===== src/rtl/alu_pkg.sv =====
// Shared ALU opcode constants and multiplier state encoding for the alu_64 / alu_seq_mul_64 pair.
package alu_pkg;

    localparam logic [3:0] ALU_AND = 4'b0000;
    localparam logic [3:0] ALU_OR  = 4'b0001;
    localparam logic [3:0] ALU_ADD = 4'b0010;
    localparam logic [3:0] ALU_SUB = 4'b0110;
    localparam logic [3:0] ALU_NOR = 4'b1100;

    typedef enum logic [1:0] {
        IDLE = 2'b00,
        RUN  = 2'b01,
        DONE = 2'b10
    } state_t;

endpackage


===== src/rtl/alu_seq_mul_64.sv =====
// Iterative shift-add multiplier (low WIDTH bits of the product) driving an external alu_64.
// Optional early exit when the remaining multiplier is zero: ALU_SEQ_MUL_EARLY_EXIT_EN.
module alu_seq_mul_64
    import alu_pkg::*;
#(
    parameter int unsigned WIDTH = 64,
    parameter int unsigned CNT_W = 7
) (
    input  logic             clk,
    input  logic             reset,
    input  logic             start,
    input  logic [WIDTH-1:0] op_a,
    input  logic [WIDTH-1:0] op_b,
    output logic             busy,
    output logic             done,
    output logic [WIDTH-1:0] product,
    output logic [WIDTH-1:0] alu_a,
    output logic [WIDTH-1:0] alu_b,
    output logic [3:0]       alu_op,
    input  logic [WIDTH-1:0] alu_result
);

    state_t             state_q, state_d;
    logic [WIDTH-1:0]   acc_q, acc_d;
    logic [WIDTH-1:0]   mcand_q, mcand_d;
    logic [WIDTH-1:0]   mplier_q, mplier_d;
    logic [WIDTH-1:0]   product_q, product_d;
    logic [CNT_W-1:0]   cnt_q, cnt_d;
    logic               early_exit;

`ifdef ALU_SEQ_MUL_EARLY_EXIT_EN
    // No set bits left in the multiplier: further iterations cannot change acc.
    assign early_exit = (mplier_q == '0);
`else
    assign early_exit = 1'b0;
`endif

    always_comb begin
        state_d   = state_q;
        acc_d     = acc_q;
        mcand_d   = mcand_q;
        mplier_d  = mplier_q;
        cnt_d     = cnt_q;
        product_d = product_q;
        alu_a     = '0;
        alu_b     = '0;
        alu_op    = ALU_AND;
        busy      = 1'b0;
        done      = 1'b0;

        case (state_q)
            IDLE: begin
                if (start) begin
                    acc_d    = '0;
                    mcand_d  = op_a;
                    mplier_d = op_b;
                    cnt_d    = '0;
                    state_d  = RUN;
                end
            end
            RUN: begin
                busy = 1'b1;
                if (early_exit) begin
                    product_d = acc_q;
                    state_d   = DONE;
                end else begin
                    alu_a    = acc_q;
                    alu_b    = mcand_q;
                    alu_op   = ALU_ADD;
                    if (mplier_q[0]) begin
                        acc_d = alu_result;
                    end
                    mcand_d  = mcand_q << 1;
                    mplier_d = mplier_q >> 1;
                    cnt_d    = cnt_q + CNT_W'(1);
                    // Last iteration: publish the acc including this cycle's add.
                    if (cnt_q == CNT_W'(WIDTH - 1)) begin
                        product_d = acc_d;
                        state_d   = DONE;
                    end
                end
            end
            DONE: begin
                busy    = 1'b1;
                done    = 1'b1;
                state_d = IDLE;
            end
            default: state_d = IDLE;
        endcase
    end

    always_ff @(posedge clk) begin
        if (!reset) begin
            state_q   <= IDLE;
            acc_q     <= '0;
            mcand_q   <= '0;
            mplier_q  <= '0;
            product_q <= '0;
            cnt_q     <= '0;
        end else begin
            state_q   <= state_d;
            acc_q     <= acc_d;
            mcand_q   <= mcand_d;
            mplier_q  <= mplier_d;
            product_q <= product_d;
            cnt_q     <= cnt_d;
        end
    end

    assign product = product_q;

endmodule

===== config.mk =====
export PLATFORM = sky130hd
export DESIGN_NAME = alu_seq_mul_64
export DESIGN_NICKNAME = d
export VERILOG_FILES = /design/src/rtl/alu_pkg.sv /design/src/rtl/alu_seq_mul_64.sv
export SDC_FILE = /design/constraint.sdc
export NUM_CORES = 1
export LEC_CHECK = 0
export CORE_ASPECT_RATIO = 1.4
export CORE_MARGIN = 8
export CORE_UTILIZATION = 30
export CTS_CLUSTER_SIZE = 16
export DETAILED_ROUTE_END_ITERATION = 7
export PLACE_DENSITY = 0.56
export SLEW_MARGIN = 20
export SYNTH_ARGS = -nofsm -noshare
export SYNTH_HDL_FRONTEND = slang
export SYNTH_SLANG_ARGS = --single-unit

===== constraint.sdc =====
create_clock -name clk -period 1.6 [get_ports clk]
set_input_delay 0.32 -clock clk [delete_from_list [all_inputs] [get_ports clk]]
set_output_delay 0.32 -clock clk [all_outputs]
set_load 0.01 [all_outputs]

==> results.md <==
* Aggregate global routing overflow at 0
* Ratio of total power to cell area at 911 nW/um2
* DRC violations left at 0
* Global-route wire length before repair at 74.3 mm
* Max Fanout on Critical Path at 10
* Min Tclk post-route at 2.06 ns
* Path length in cells of the critical path at 6
* Worst setup slack after layout at -0.465 ns
* Total die area at 48400 um2
* Vias at 12600
* Worst R2R End: product[56]
* Clock tree skew after final layout at 0.0133 ns
* Netlist cell types at 38
* Violated checks: negative setup slack
* Die height at 257 um
* Detailed-routing iteration count for the pre-antenna-repair pass at 5
* Register-to-register path setup slack at -0.36 ns
* Start point of the worst min-delay path: reset
* Sequence of cells on the critical path: inv_2, ha_4, buf_12, buf_12, and2_1, buf_2
* Global routing usage summed across all routing layers at 0.191
* Number of global-route vias before repair at 12400
* Antenna violations before repair at 7
* Worst Hold Margin at 0.109 ns
* Worst-case vdd ir drop at between 0.0007 and 0.0008 V
* Count of final setup violators at 456
* Clock buffer depth at 3
* Number of buffers and inverters on the critical path at 4
* Highest clock frequency the design can meet at a little under 500 MHz
* Crit path from: state_q[1]
* RSZ-0062 raised after global routing: true
* Leakage Power at 0.00791 uW
* Sequential share of the synthesized area at 0.426
* I/O Pins at approximately 390
* Cell taking the most area after synthesis: sky130_fd_sc_hd__dfxtp_1
* Per-cell routed wire length at 22.5 um
* Share of post-route cells with drive strength above 1 at 0.355
* CTS tree: yes
* Iteration-0 DRC count of the detailed router at 553
* Count of clock tree sinks at between 200 and 300
* Final hold violation count at 0
* Most common flop cell mapped by yosys: sky130_fd_sc_hd__dfxtp_1
* Delay contributed by the slowest stage of the critical path at ~0.33 ns
* Core Footprint at 41100 um2
* Ranking of synthesized cells by area: sky130_fd_sc_hd__dfxtp_1 43%, sky130_fd_sc_hd__and2_1 6.5%, sky130_fd_sc_hd__mux2_2 5.9%
* Critical path's slowest cell: sky130_fd_sc_hd__dfxtp_2
* Largest net degree at the start of global routing at 66
* Type of origin of the critical path: register
* Synth cell count leaders: 265 x sky130_fd_sc_hd__dfxtp_1, 134 x sky130_fd_sc_hd__nor2_1, 130 x sky130_fd_sc_hd__and2_1
* Period utilisation layout at 1.29
* Antenna-violating nets left at 0
* Count of state elements after synthesis at 265
* Status: finished, violations left
* Gp weighted congestion at 0.773
* Clock Root Buffer: sky130_fd_sc_hd__clkbuf_16
* Fill cells at 3743
* Library cell with the highest instance count after synthesis: sky130_fd_sc_hd__dfxtp_1
* Max-Cap Viols at 0
* Clock input transition at the sequential cells of the worst setup and hold paths at roughly 0.07 ns
* Category of cells accounting for the largest share of critical-path delay: buffers and inverters
* Data required time at the worst endpoint at 1.28 ns
* Site row count at 88
* FF-to-FF Start: state_q[1]
* Final nets at 2050
* R2R depth at 12
* Critical setup path kind: register to primary output
* H-tree Lvls at 1
* End of the critical path: alu_a[46]
* Post-placement worst setup slack at -0.338 ns
* Wire length after detailed routing at 54.3 mm
* Count of flip-flops with a built-in enable after synthesis at 0
* Cell count after synthesis at 1425
* Synth top area share at 0.426
* Starting density of the core at 0.303
* Top cell by count, worst path: sky130_fd_sc_hd__buf_12
* Die Width at about 190 um
* Avg Vias per Cell at 5.22
* Critical Path AT at 1.74 ns
* Ys Warns at 0
* Hold WC Path Type: input pin to register
* I/O Buffers at 389
* Netlist area before placement at around 12000 um2
* Ys async rst share at 0
* Number of buffers added by the clock tree synthesis step at 28
* Final HPWL DP at 32.1 mm
* Final slew viol count at 0
* Mean Syn Cell Area at 8.74 um2
* Endpoint type of the worst setup path: primary output
* Clock latency on the worst-skew pair at about 0.56 ns
* Layout overhead on the synthesized area at 68.4%
[flip-flops by register name, summed over array words and instances (netlist names)]
signal    cells
state_q       2
cnt_q         7
product      64
acc_q        64
mcand_q      64
mplier_q     64
[how the worst min path moves through the flow]
stage / endpoint / depth (start not counted) / slack [ns]
final: product[14] / 3 / 0.11
after global routing: product[14] / 3 / 0.11
after CTS: product[14] / 3 / 0.08
after detailed placement: product[50] / 2 / 0.44
after global placement: product[55] / 2 / 0.44
after floorplan: cnt_q[4] / 2 / 0.47
[cell families (layout without fill, tap and decap cells)]
family	Yosys count	in the layout	share of synthesized area
AOI/OAI and AO/OA	393	393	0.204
xor gates and xnor gates	4	4	0.00281
adders and majority gates	4	4	0.00402
buffers and inverters	161	604	0.0580
DFF	265	265	0.426
muxes	130	132	0.111
other	1	10	0.000301
and+or+nand+nor	467	468	0.194
[cell usage in the layout (no fill, tap or decap), types with 60 or more instances in the layout]
cell type                           n
sky130_fd_sc_hd__nand3b_1          60
sky130_fd_sc_hd__and2_4            77
sky130_fd_sc_hd__clkdlybuf4s50_1  254
sky130_fd_sc_hd__buf_6             95
sky130_fd_sc_hd__mux2_2            64
sky130_fd_sc_hd__nor2_1           123
sky130_fd_sc_hd__mux2i_1           64
sky130_fd_sc_hd__dfxtp_1          262
sky130_fd_sc_hd__o21ai_0           66
sky130_fd_sc_hd__a21oi_1           63
sky130_fd_sc_hd__nand2_1           65
[where the power goes]
group	internal (uW)	switching, uW	total (uW)
combinational	2400	2160	4560
sequential	7040	407	7450
clock	4240	2840	7090
total	13700	5410	19100
[tightest hold or removal path, stage by stage]
cell and delay (ns):
sky130_fd_sc_hd__buf_6 0.16, sky130_fd_sc_hd__nand2_1 0.09, sky130_fd_sc_hd__o21ai_1 0.05
[metal layers]
layer,vias to the layer above,part of all wire,GRT usage
met1,6131,0.39,0.215
li1,5992,-,-
met5,-,0,0
met4,0,0.027,0.0656
met3,83,0.065,0.0411
met2,422,0.52,0.350
[metrics by stage]
stage	cells	utilization	instance area [um2]	total power (uW)	TNS (ns)
2_1_floorplan	1427	-	12500	9320	-0.280
3_3_place_gp	2280	0.422	17300	10800	-67.69
3_5_place_dp	2280	0.422	17300	10800	-71.44
4_1_cts	2365	0.459	18800	18500	-147.38
5_1_grt	2419	0.511	21000	19900	-154.01
6_report	2420	0.511	21000	19100	-121.07
[layout make-up]
class	instances	area, um2	area share
tap	540	676	0.0322
clock inverter	10	130	0.00620
timing repair buffer	545	6320	0.301
antenna	7	17.5	0.000835
inverter	7	31.3	0.00149
sequential	265	5310	0.253
clock buffer	42	875	0.0417
multi-input combinational	1004	7620	0.363
[timing repair]
item                       CTS  global route
setup endpoints to repair  447           457
hold buffers                 0             0
resized for setup          649           364
buffers inserted            15            25
pin swaps                   12            76
gates cloned                19            33
No activity file was read; power rests on OpenSTA's default activity.
